File: config.mk
export PLATFORM = sky130hd
export DESIGN_NAME = log_mac_accumulator
export DESIGN_NICKNAME = d
export VERILOG_FILES = /design/src/rtl/log_mac_accumulator.sv
export SDC_FILE = /design/constraint.sdc
export NUM_CORES = 1
export LEC_CHECK = 0
export ABC_AREA = 1
export CAP_MARGIN = 20
export CELL_PAD_IN_SITES_DETAIL_PLACEMENT = 1
export CELL_PAD_IN_SITES_GLOBAL_PLACEMENT = 1
export CORE_MARGIN = 2
export CORE_UTILIZATION = 35
export DETAILED_ROUTE_END_ITERATION = 12
export PLACE_DENSITY_LB_ADDON = 0.1
export SYNTH_ARGS = -nofsm -noshare
export SYNTH_HDL_FRONTEND = slang
export SYNTH_SLANG_ARGS = --single-unit
File: constraint.sdc
create_clock -name clk -period 2.3 [get_ports clk]
set_clock_uncertainty 0.2 [all_clocks]
set_input_delay 0.345 -clock clk [delete_from_list [all_inputs] [get_ports clk]]
set_output_delay 0.345 -clock clk [all_outputs]
set_load 0.005 [all_outputs]
File: src/rtl/log_mac_accumulator.sv
// ============================================================================
// Module      : log_mac_accumulator
// Description : Saturating dot-product accumulator for a signed product stream,
//               with a valid/ready result register.
// Revision    : 1.0 - initial release
// ============================================================================
`default_nettype none

module log_mac_accumulator #(
  parameter int PROD_W  = 16,
  parameter int ACC_W   = 24,
  parameter int MAX_LEN = 64,
  localparam int CNT_W  = $clog2(MAX_LEN + 1)
) (
  input  logic                     clk,
  input  logic                     rst,
  input  logic                     prod_valid,
  output logic                     prod_ready,
  input  logic signed [PROD_W-1:0] prod,
  input  logic                     prod_last,
  input  logic                     flush,
  output logic                     acc_valid,
  input  logic                     acc_ready,
  output logic signed [ACC_W-1:0]  acc_data,
  output logic [CNT_W-1:0]         acc_count,
  output logic                     acc_ovf,
  output logic                     acc_trunc
);

  localparam logic [CNT_W-1:0] c_last_idx = CNT_W'(MAX_LEN - 1);
  localparam logic [ACC_W-1:0] c_pos_max  = {1'b0, {(ACC_W-1){1'b1}}};
  localparam logic [ACC_W-1:0] c_neg_min  = {1'b1, {(ACC_W-1){1'b0}}};

  logic signed [ACC_W-1:0] r_sum;
  logic [CNT_W-1:0]        r_cnt;
  logic                    r_ovf;
  logic                    r_acc_valid;
  logic signed [ACC_W-1:0] r_acc_data;
  logic [CNT_W-1:0]        r_acc_count;
  logic                    r_acc_ovf;
  logic                    r_acc_trunc;

  logic                    w_accept;
  logic [ACC_W:0]          w_sum_wide;
  logic                    w_sat;
  logic [ACC_W-1:0]        w_sum_sat;
  logic [CNT_W-1:0]        w_cnt_n;
  logic                    w_ovf_n;
  logic                    w_at_cap;
  logic                    w_trunc;
  logic                    w_close;

  // Reset gating keeps every output at zero while rst is held.
  assign prod_ready = ~rst & (~r_acc_valid | acc_ready);
  assign w_accept   = prod_valid & prod_ready;

  // One guard bit above ACC_W: the top two bits disagree exactly on overflow.
  assign w_sum_wide = {r_sum[ACC_W-1], r_sum}
                    + {{(ACC_W + 1 - PROD_W){prod[PROD_W-1]}}, prod};
  assign w_sat      = w_sum_wide[ACC_W] ^ w_sum_wide[ACC_W-1];
  assign w_sum_sat  = !w_sat            ? w_sum_wide[ACC_W-1:0] :
                      w_sum_wide[ACC_W] ? c_neg_min : c_pos_max;

  assign w_cnt_n  = w_accept ? r_cnt + CNT_W'(1) : r_cnt;
  assign w_ovf_n  = r_ovf | (w_accept & w_sat);
  assign w_at_cap = w_accept & (r_cnt == c_last_idx);
  assign w_trunc  = w_at_cap & ~prod_last & ~flush;
  assign w_close  = prod_ready
                  & ((w_accept & (prod_last | w_at_cap))
                     | (flush & (w_accept | (r_cnt != '0))));

  always_ff @(posedge clk) begin
    if (rst) begin
      r_sum       <= '0;
      r_cnt       <= '0;
      r_ovf       <= 1'b0;
      r_acc_valid <= 1'b0;
      r_acc_data  <= '0;
      r_acc_count <= '0;
      r_acc_ovf   <= 1'b0;
      r_acc_trunc <= 1'b0;
    end else if (w_close) begin
      r_acc_valid <= 1'b1;
      r_acc_data  <= w_accept ? w_sum_sat : r_sum;
      r_acc_count <= w_cnt_n;
      r_acc_ovf   <= w_ovf_n;
      r_acc_trunc <= w_trunc;
      r_sum       <= '0;
      r_cnt       <= '0;
      r_ovf       <= 1'b0;
    end else begin
      if (w_accept) begin
        r_sum <= w_sum_sat;
        r_cnt <= w_cnt_n;
        r_ovf <= w_ovf_n;
      end
      // Result data registers keep their stale value after being taken.
      if (r_acc_valid & acc_ready) begin
        r_acc_valid <= 1'b0;
      end
    end
  end

  assign acc_valid = r_acc_valid;
  assign acc_data  = r_acc_data;
  assign acc_count = r_acc_count;
  assign acc_ovf   = r_acc_ovf;
  assign acc_trunc = r_acc_trunc;

endmodule

`default_nettype wire

# == Word-level counts from Yosys, hierarchy flattened ==
# Index checks and enable logic that the tools add are counted.
# totals
ff_bits,66
latchBits,0
ram_bits,0
mem_bits_ro,0
in_bits,22
wordCells,40
n_memories,0
# op_classes
add_sub_neg,2
multipliers,0
div,0
magnitude_cmp,0
n_eq_ne,1
shifts,0
muxes,6
bitwise,20
n_reduce_logical,3
# ops
operator,count
2-to-1 mux 24 bit,3
adder 24 x 16 -> 25 bit,1
AND 1 bit,10
"adder 7 x 1 -> 7 bit, second input constant",1
"== test 7 x 6 -> 1 bit, second input constant",1
2-to-1 mux 7 bit,1
nonzero test 7 bit,1
OR 1 bit,5
NOT 1 bit,4
2-to-1 mux 1 bit,2
nonzero test 2 bit,1
OR reduction 2 bit,1
bitwise XOR 1 bit,1

# == Depth between registers and ports, before layout ==
# Gate-level depths: netlist of the first run.
# logic_depth
depth_word,10
mapped_depth,18
mapped_depth_nobuf,18

# == Least setup slack after synthesis of the first run ==
# Ideal clock, no wire load.
# synth_path
kind,input to register
startpoint,in prod[0]
endpoint,reg r_sum[13]
setup_ns,0.128
arrival_time_ns,2.078
required_ns,1.972
slack_ns,-0.105
cell_stages,16
n_path_buf,1
path_cell_list,ha_1 > inv_1 > fa_1 > inv_1 > nand3_1 > nand2_2 > nand2_2 > nand2_2 > nand2_2 > nand4_1 > nand2_2 > a21oi_4 > buf_6 > nand2_2 > nand2_1 > nor2_1
# synth_between
elab_chain_cells,4
# synth_rtl
element,line,rtl
start: declaration,19,"input logic signed [PROD_W-1:0] prod,"
adder 24 x 16 -> 25 bit (*),59,"+ {{(ACC_W + 1 - PROD_W){prod[PROD_W-1]}}, prod};"
2-to-1 mux 24 bit / bitwise XOR 1 bit (equally long branches),"62, 60",
2-to-1 mux 24 bit (*),61,assign w_sum_sat = !w_sat ? w_sum_wide[ACC_W-1:0] :
2-to-1 mux 24 bit (*),-,
end signal: assignment,93,r_sum <= w_sum_sat;
end: declaration,34,logic signed [ACC_W-1:0] r_sum;
# Mark *: on every way between the ends. The rest lies on a longest branch, timed or not.
# A chain may end at the register's enable or synchronous reset.

# == Worst setup path after layout of the first run ==
# layout_path
startpoint,reg r_sum[0]
endpoint,reg r_acc_data[10] (netlist: acc_data[10])
# layout_between
elab_chain_cells,4
# layout_rtl
element,line,rtl
adder 24 x 16 -> 25 bit (*),59,
2-to-1 mux 24 bit / bitwise XOR 1 bit (equally long branches),"62, 60",
2-to-1 mux 24 bit (*),61,
2-to-1 mux 24 bit (*),-,
end signal: assignment,84,r_acc_data <= w_accept ? w_sum_sat : r_sum;
end: declaration,38,logic signed [ACC_W-1:0] r_acc_data;
# Marks and branches as above.

==> summary.txt, run 1 <==
outcome - finished, violations left
violated checks - negative setup slack
Max VDD drop - 0.657 mV
Core Util, Final - 58.0%
critical path type - reg -> reg
Post-synth top flop - dfxtp_1
post-route ant nets - 0
RSZ-0062 raised after global routing - true
largest buffer count on any clock path - 2
critical path arrival - 2.56 ns
Initial DRC Count - 230
Commonest cells post-synth - nand2_1, inv_1, dfxtp_1, nor2_1, nand2_2
slew at the pin with the worst max-slew slack - 0.498 ns
HP Class - reg -> reg
clock latency on the worst-skew pair - 0.34 ns
fin area - 7260 µm²
area grow syn2layout - 63.1%
ANT cells - 0
Slew HR - 66.4%
count leader, synth - nand2_1
Synth top area share - 29.7%
leading area contributor after synthesis - dfxtp_1
NumNets Final - 895
Initial DRT Pass Iterations - 4
final period demand of the worst path - 2.53 ns
CTS root buffer - clkbuf_16
Setup Viol. Count Final - 48
f_max - 395 MHz
share of layout cells above drive strength 1 - 39.8%
post-synthesis cell area - 4450 µm²
Worst Setup Slack, final - -0.229 ns
Hold Slack - 0.250 ns
die width - 117 µm
Initial Util - 35.6%
IO Count - 57
fin cells - 1,023
Tcrit/Tclk final - 110%
DR vias - 5,004
H-tree level count - 3
YS warnings - 0
clock tree sinks - 66
Leak - 3.54 nW
Seq cells post-synth - 66
Final Max Tran Viols - 0
Setup WS pre-CTS - -0.931 ns
CP max FO - 7
setup_tns - -9.51 ns
synthesized area per cell - 6.67 µm²
gr usage total - 25.6%
Synth async-reset ratio - 0%
Gate Count Post-Synth - 667
CTS Buf Count - 9
GRT overflow - 0
Die H - 117 µm
CP Launch Type - flip-flop
Design Power - 4.69 mW
post-synth net total - 716
drt drc - 0
MaxCap Viol Count - 0
die area - 13,600 µm²
global-route wire length before repair - 26,500 µm
overall routed net length - 17,500 µm
drt wl/cell - 17.1 µm
Critical Path RT - 2.33 ns
Synth area leaders - dfxtp_1, nand2_1, ha_1, inv_1, nand2_2
Post-CTS Hold Fix Bufs - 0
initial antenna violation count - 0
CTS clock-pin slew for the worst setup and hold paths - 0.06 ns
Post-synth EDFFs - 0
Hold Fails Final Rpt - 0
GPL Wtd Cong - 0.929
CTS tree - yes
PwrDens - 646 nW/µm²
Port Buffers - 56
Worst setup EP type - flip-flop
DP Wirelength - 12,300 µm
sequential area share after synthesis - 29.7%
row count - 41
placed cell count - 988
vias in the first global route - 5,211
core area - 12,500 µm²
FILL cells - 1,566
largest net degree at the start of global routing - 26
placed instance area - 6010 µm²
number of vias per cell - 4.89
Synth cell types - 34
[what timing repair did]
| item | CTS | global route |
|---|---|---|
| cloned | 4 | 1 |
| setup endpoints to repair | 50 | 51 |
| pin swaps | 23 | 16 |
| setup buffers | 11 | 3 |
| gates resized for setup | 132 | 47 |
[sequential cells by signal, summed over array words and instances (netlist names)]
name and flops:
acc_valid 1, acc_trunc 1, acc_ovf 1, acc_data 24
r_sum 24, r_cnt 7, r_ovf 1, acc_count 7
[layer usage]
metal | vias up | routed length (µm) | global-route usage [%]
li1 | 2467 | - | -
met5 | - | 0 | 0
met2 | 85 | 8640 | 44.8
met3 | 27 | 624 | 3.58
met1 | 2425 | 7890 | 33.4
met4 | 0 | 323 | 6.43
[layout make-up]
| cell class | instances | area (µm²) | area share, % |
|---|---|---|---|
| repair buffers | 181 | 1600 | 22.1 |
| inverters | 71 | 272 | 3.74 |
| clock buffers | 11 | 233 | 3.21 |
| clock inverters | 5 | 103 | 1.41 |
| well taps | 172 | 215 | 2.97 |
| multi-input cells | 517 | 3500 | 48.2 |
| flip-flops and latches | 66 | 1340 | 18.4 |
[kinds of logic after synthesis]
group	Yosys count	synth area share, %
AO/OA/AOI/OAI	55	7.45
XOR/XNOR	20	3.94
adder cells (fa/ha/maj)	27	7.76
buffers and inverters	86	8.74
AND/OR/NAND/NOR	413	42.4
flip-flops	66	29.7
[final timing paths]
kind,endpoint,start,cells after the start,slack [ns]
worst max register to register,acc_data[10],r_sum[0],17,-0.23
worst max-delay path,acc_data[10],r_sum[0],17,-0.23
worst min register to register,acc_data[1],acc_data[1],2,0.25
worst min-delay path,acc_data[1],acc_data[1],2,0.25
[cells in the final DEF, fill, tap and decap left out, drive strengths merged]
master,n
clkinv,1
nor4,1
nand3,40
dfxtp,66
fa,1
a21o,1
nand2,262
buf,125
or2,24
clkdlybuf4s15,1
clkdlybuf4s50,40
clkbuf,11
xor2,13
xnor2,7
and3,1
nor2,63
nor3,6
dlygate4sd2,15
and2,1
o211a,1
a21oi,29
bufinv,3
ha,26
nand4,17
o21ai,18
clkinvlp,1
inv,71
o21bai,6
[where the power goes]
part	switching (mW)	total, mW	internal, mW
Combinational	0.983	1.81	0.830
Sequential	0.0734	1.30	1.23
Clock	0.517	1.57	1.06
Total	1.57	4.69	3.12
[critical path, cell delays in order (launching register included)]
cell,delay [ns]
dfxtp_2,0.35
ha_4,0.15
inv_4,0.04
fa_2,0.38
inv_2,0.08
nand3_2,0.06
nand2_2,0.10
nand2_2,0.07
nand2_4,0.08
nand2_4,0.06
nand4_1,0.10
nand2_2,0.08
a21oi_4,0.18
buf_6,0.15
buf_12,0.15
nand2_4,0.06
nand3_1,0.06
nand2_1,0.06
(Power assumes the default switching activity.)
==> run 2: changes to the inputs <==
- ABC_AREA: 1 -> 0
==> summary.txt, run 2 <==
gr usage total - 29.3% (+3.7 points)
Worst Setup SP - r_sum[0]
RSZ-0062 raised after global routing - true
Port Buffers - 56 (unchanged)
Design Power - 4.40 mW (-6.2%)
Synth area leaders - dfxtp_1, ha_1, nand2_1, o221ai_2, nor2_1
vias in the first global route - 5,446 (+4.5%)
Net Switching - 1.52 mW (-3.1%)
f_max - 314 MHz (-21%)
area grow syn2layout - 75.9%
fin area - 7280 µm² (+0.24%)
DP Wirelength - 10,800 µm (-12%)
Crit-path slowest cell - dfxtp_4
Gate Count Post-Synth - 497 (-25%)
Synth top area share - 32.0% (+2.3 points)
clock tree sinks - 66 (unchanged)
die area - 12,700 µm² (-6.8%)
DR vias - 5,078 (+1.5%)
post-route ant nets - 0 (unchanged)
violated checks - negative setup slack
slowest stage delay, CP - 0.37 ns (about the same)
slew at the pin with the worst max-slew slack - 0.584 ns (+0.0855 ns)
Setup Viol. Count Final - 66 (+38%)
initial antenna violation count - 0 (unchanged)
clock latency on the worst-skew pair - 0.35 ns (about the same)
Post-synth top flop - dfxtp_1
die width - 113 µm (-3.5%)
CTS root buffer - clkbuf_16
FILL cells - 1,247 (-20%)
sw frac - 34.7% (+1.1 points)
Critical Path RT - 2.36 ns (+0.03 ns)
YS warnings - 0 (unchanged)
Worst Setup Slack, final - -0.885 ns (-0.657 ns)
global-route wire length before repair - 29,100 µm (+9.7%)
Tcrit/Tclk final - 138% (+29 points)
Seq cells post-synth - 66 (unchanged)
commonest non-fill, non-tap cell in the layout - buf_4
Clk pwr share - 33.4% (-0.2 points)
Final Max Tran Viols - 0 (unchanged)
fin cells - 863 (-16%)
number of vias per cell - 5.88 (+20%)
IO Count - 57 (unchanged)
drt wl/cell - 24.0 µm (+40%)
post-synthesis cell area - 4140 µm² (-7.1%)
largest buffer count on any clock path - 2 (unchanged)
internal power - 2.88 mW (-7.8%)
CTS tree - yes
PwrDens - 605 nW/µm² (-6.4%)
GRT overflow - 0 (unchanged)
post-synth net total - 546 (-24%)
placed instance area - 5860 µm² (-2.4%)
CP most frequent cell - a211o_1
Post-synth EDFFs - 0 (unchanged)
Initial DRT Pass Iterations - 4 (unchanged)
Initial Util - 36.1% (+0.51 points)
Worst setup EP type - flip-flop
Commonest cells post-synth - nand2_1, dfxtp_1, nor2_1, o21ai_0, a21oi_1
outcome - finished, violations left
MaxCap Viol Count - 0 (unchanged)
critical path arrival - 3.24 ns (+0.68 ns)
H-tree level count - 3 (unchanged)
HP Class - reg -> reg
CP Launch Type - flip-flop
CTS Buf Count - 9 (unchanged)
count leader, synth - nand2_1
Hold Fails Final Rpt - 0 (unchanged)
final period demand of the worst path - 3.19 ns (+0.657 ns)
share of layout cells above drive strength 1 - 45.4% (+5.6 points)
CP max FO - 11 (+4)
largest delay contributor family on the critical path - compound AO/OA/AOI/OAI gates
Leak - 2.97 nW (-16%)
GPL Wtd Cong - 0.851 (-8.4%)
synthesized area per cell - 8.32 µm² (+25%)
Initial DRC Count - 252 (+9.6%)
leading area contributor after synthesis - dfxtp_1
Max VDD drop - 0.400 mV (-39%)
Die H - 113 µm (-3.5%)
CTS clock-pin slew for the worst setup and hold paths - 0.07 ns (about the same)
ANT cells - 0 (unchanged)
Synth async-reset ratio - 0% (unchanged)
crit-path cells - ha_4 > inv_2 > fa_2 > nand2b_4 > a21o_1 > a211o_1 > a31oi_2 > buf_4 > a211o_1 > mux2_4 > buf_8 > nand2_1 > a211oi_4
share of power burned in registers - 29.5% (+1.7 points)
Combinational Power Share - 37.1% (-1.6 points)
NumNets Final - 764 (-15%)
largest net degree at the start of global routing - 22 (-15%)
Critical R2R Launch - r_sum[0]
register area - 1330 µm² (-0.19%)
Core Util, Final - 63.4% (+5.5 points)
Slew HR - 60.7% (-5.8 points)
Synth cell types - 55 (+62%)
sequential area share after synthesis - 32.0% (+2.3 points)
overall routed net length - 20,700 µm (+18%)
row count - 39 (-4.9%)
Multi-input gate area - 3260 µm² (-6.8%)
WP buf/inv - 3 (-1)
setup_tns - -40.85 ns (-31.35 ns)
Hold Crit Start - acc_data[19]
commonest cells after routing, fill and taps aside - buf_4, nand2_1, dfxtp_1
core area - 11,500 µm² (-8.4%)
drt drc - 0 (unchanged)
placed cell count - 802 (-19%)
critical path type - reg -> reg
[run 2: cell types whose count changed after synthesis, sizes merged, moves of 12 or more]
cell / delta
or2: -22
nand3: -35
inv: -59
o221ai: +20
nand4: -12
o21ai: +26
a211oi: +30
nand2: -190
[run 2: kinds of logic after synthesis]
family / after synthesis / synth area share (%)
simple gates: 175 / 19.4
compound gates: 160 / 29.4
flops: 66 / 32.0
buf+inv: 41 / 4.78
fa+ha+maj: 27 / 8.35
xor+xnor: 26 / 5.51
mux: 2 / 0.605
[run 2: repair_timing]
action	in CTS	in global routing
cloned	6	1
resized for setup	124	40
endpoints found under the setup margin	65	65
buffers inserted	29	14
hold buffers	0	0
pin swaps	40	28
[run 2: final cells by class]
type	count	share of cell area, %
clock inverter	7	1.05
sequential	66	18.3
inverter	12	0.619
timing repair buffer	236	29.6
tap	143	2.46
multi-input combinational	390	44.8
clock buffer	9	3.10
[run 2: final timing paths]
path                                     end  slack, ns  depth (start not counted)
worst min-delay path            acc_data[19]       0.27                          2
worst max register to register      r_sum[0]      -0.89                         13
worst max-delay path                r_sum[0]      -0.89                         13
worst min register to register  acc_data[19]       0.27                          2
[run 2: routing by layer]
layer,track usage [%],part of all wire [%],vias to the layer above
li1,-,-,2247
met1,35.9,41,2605
met2,50.2,50,153
met3,5.30,4.2,73
met4,13.2,4.3,0
met5,0,0,-
[run 2: stage by stage]
stage | hold slack [ns] | worst slack (ns)
after floorplan | 0.224 | -0.485
after global placement | 0.247 | -1.13
after detailed placement | 0.253 | -1.29
after CTS | 0.272 | -0.653
after global routing | 0.302 | -0.944
final | 0.269 | -0.885
[run 2: tightest hold or removal path: cells and delay by family, from the launching register on]
| kind | cells | cell delay [ns] |
|---|---|---|
| flops | 1 | 0.33 |
| compound gates | 1 | 0.05 |
| simple gates | 1 | 0.06 |
[run 2: power by group through the flow]
stage	Combinational [mW]	Clock (mW)	Sequential, mW
CTS	1.46	1.47	1.29
detailed placement	1.21	0	1.30
global placement	1.17	0	1.30
finish	1.63	1.47	1.30
global route	1.72	1.53	1.31
floorplan	0.639	0	1.30
==> run 3: changes to the inputs <==
- ABC_CLOCK_PERIOD_IN_PS: not set -> 2300
- GPL_TIMING_DRIVEN: not set -> 0
==> summary.txt, run 3 (synthesis results as in run 2) <==
outcome - finished, violations left
violated checks - negative setup slack
PwrDens - 624 nW/µm² (+3.3%)
Setup Viol. Count Final - 65 (-1.5%)
number of vias per cell - 5.59 (-5.0%)
RSZ-0062 raised after global routing - true
vias in the first global route - 4,559 (-16%)
critical path type - reg -> reg
initial antenna violation count - 0 (unchanged)
Hold Fails Final Rpt - 0 (unchanged)
row count - 39 (unchanged)
Critical Path RT - 2.36 ns (about the same)
fin cells - 770 (-11%)
Hold Slack - 0.270 ns (+0.00103 ns)
CTS Buf Count - 9 (unchanged)
CTS root buffer - clkbuf_16
Die H - 113 µm (unchanged)
final period demand of the worst path - 3.23 ns (+0.0457 ns)
commonest non-fill, non-tap cell in the layout - nand2_1
critical path arrival - 3.30 ns (+0.06 ns)
Leak - 2.52 nW (-15%)
MaxCap Viol Count - 0 (unchanged)
Initial Util - 36.1% (unchanged)
Post-CTS Hold Fix Bufs - 0 (unchanged)
DP Wirelength - 9670 µm (-10%)
CP most frequent cell - a31oi_4
Setup WS pre-CTS - -1.64 ns (-0.351 ns)
placed cell count - 696 (-13%)
Max VDD drop - 0.306 mV (-23%)
f_max - 310 MHz (-1.4%)
FILL cells - 1,249 (+0.16%)
clock latency on the worst-skew pair - 0.35 ns (about the same)
Port Buffers - 56 (unchanged)
GRT overflow - 0 (unchanged)
global-route wire length before repair - 24,300 µm (-17%)
largest buffer count on any clock path - 2 (unchanged)
Initial DRT Pass Iterations - 4 (unchanged)
CP max FO - 5 (-6)
GPL Wtd Cong - 0.812 (-4.6%)
Worst Setup Slack, final - -0.931 ns (-0.0457 ns)
Worst setup EP type - flip-flop
DR vias - 4,306 (-15%)
die area - 12,700 µm² (unchanged)
drt drc - 0 (unchanged)
Slew HR - 51.3% (-9.4 points)
Final Max Tran Viols - 0 (unchanged)
core area - 11,500 µm² (unchanged)
crit-path cells - ha_4 > inv_2 > fa_2 > nand2b_4 > a21o_1 > a211o_4 > a31oi_4 > a31oi_4 > nor3b_4 > buf_4 > nor2_4 > buf_12 > clkbuf_16 > a211oi_2
post-route ant nets - 0 (unchanged)
NumNets Final - 671 (-12%)
die width - 113 µm (unchanged)
H-tree level count - 3 (unchanged)
gr usage total - 24.2% (-5.1 points)
commonest cells after routing, fill and taps aside - nand2_1, dfxtp_1, nor2_1
slew at the pin with the worst max-slew slack - 0.731 ns (+0.147 ns)
CTS clock-pin slew for the worst setup and hold paths - 0.06 ns (about the same)
area grow syn2layout - 57.3%
IO Count - 57 (unchanged)
largest net degree at the start of global routing - 14 (-36%)
overall routed net length - 16,100 µm (-22%)
CP Launch Type - flip-flop
Tcrit/Tclk final - 140% (+2.0 points)
slowest stage delay, CP - 0.37 ns (about the same)
Initial DRC Count - 164 (-35%)
clock tree sinks - 66 (unchanged)
share of layout cells above drive strength 1 - 33.5% (-12 points)
CTS tree - yes
ANT cells - 0 (unchanged)
Crit-path slowest cell - dfxtp_4
drt wl/cell - 20.9 µm (-13%)
Core Util, Final - 56.7% (-6.7 points)
HP Class - reg -> reg
==> run 3: cell count changes in the layout (fill, tap and decap cells not counted), moves of 4 or more <==
cell | previous run | this run
a211oi_1 | 1 | 5
a211oi_2 | 28 | 23
a21oi_1 | 20 | 25
buf_4 | 148 | 39
clkbuf_1 | 0 | 9
dlygate4sd2_1 | 11 | 3
dlymetal6s2s_1 | 3 | 7
ha_1 | 7 | 13
ha_4 | 17 | 12
o21ai_1 | 12 | 6
o21ai_2 | 1 | 6
==> run 3: layer usage <==
metal	vias up	routed length (µm)	part of all wire, %	GRT usage (%)
li1	2057	-	-	-
met1	2155	7070	44	30.8
met2	67	8180	51	41.3
met3	27	495	3.1	4.66
met4	0	312	1.9	8.21
met5	-	0	0	0
==> run 3: repair_timing <==
action                                  4_1_cts  5_1_grt
endpoints found under the setup margin       66       65
pin swaps                                    36       29
setup buffers                                32       23
gates resized for setup                     113       51
gates cloned                                  4        2
==> run 3: cell type report <==
cell class | instances | area (µm²) | share of cell area (%)
Buffer | 27 | 262 | 4.02
Clock buffer | 9 | 225 | 3.46
Clock inverter | 7 | 76.3 | 1.17
Inverter | 12 | 47.5 | 0.731
Multi-Input combinational cell | 390 | 3190 | 49.0
Sequential cell | 66 | 1330 | 20.4
Tap cell | 143 | 179 | 2.75
Timing Repair Buffer | 116 | 1200 | 18.5
==> run 3: worst paths after layout <==
path / startpoint / to / slack (ns) / cells after the start
hold / removal: acc_data[22] / acc_data[22] / 0.27 / 2
setup reg to reg: r_sum[0] / r_sum[22] / -0.93 / 14
setup / recovery: r_sum[0] / r_sum[22] / -0.93 / 14
hold reg to reg: acc_data[22] / acc_data[22] / 0.27 / 2
==> run 3: report_power, final <==
part	switching, mW	total, mW	internal [mW]	leakage (nW)
Sequential	0.0644	1.29	1.23	0.541
Combinational	0.705	1.32	0.620	1.83
Clock	0.595	1.44	0.849	0.143
Total	1.36	4.06	2.70	2.52
==> run 3: through the flow <==
stage | power (mW) | TNS, ns | area (µm²)
global placement | 2.26 | -86.01 | 4960
global route | 4.25 | -49.45 | 6510
finish | 4.06 | -44.42 | 6510
CTS | 3.94 | -39.74 | 6070
detailed placement | 2.28 | -90.29 | 4960
floorplan | 1.94 | -22.00 | 4220
==> run 3: critical path, delay by kind of cell, from the launching register on <==
family                   cells  cell delay (ns)
AND/OR/NAND/NOR              3             0.48
buffers and inverters        4             0.52
flip-flops                   1             0.37
AO/OA/AOI/OAI                5             1.13
adder cells (fa/ha/maj)      2             0.47
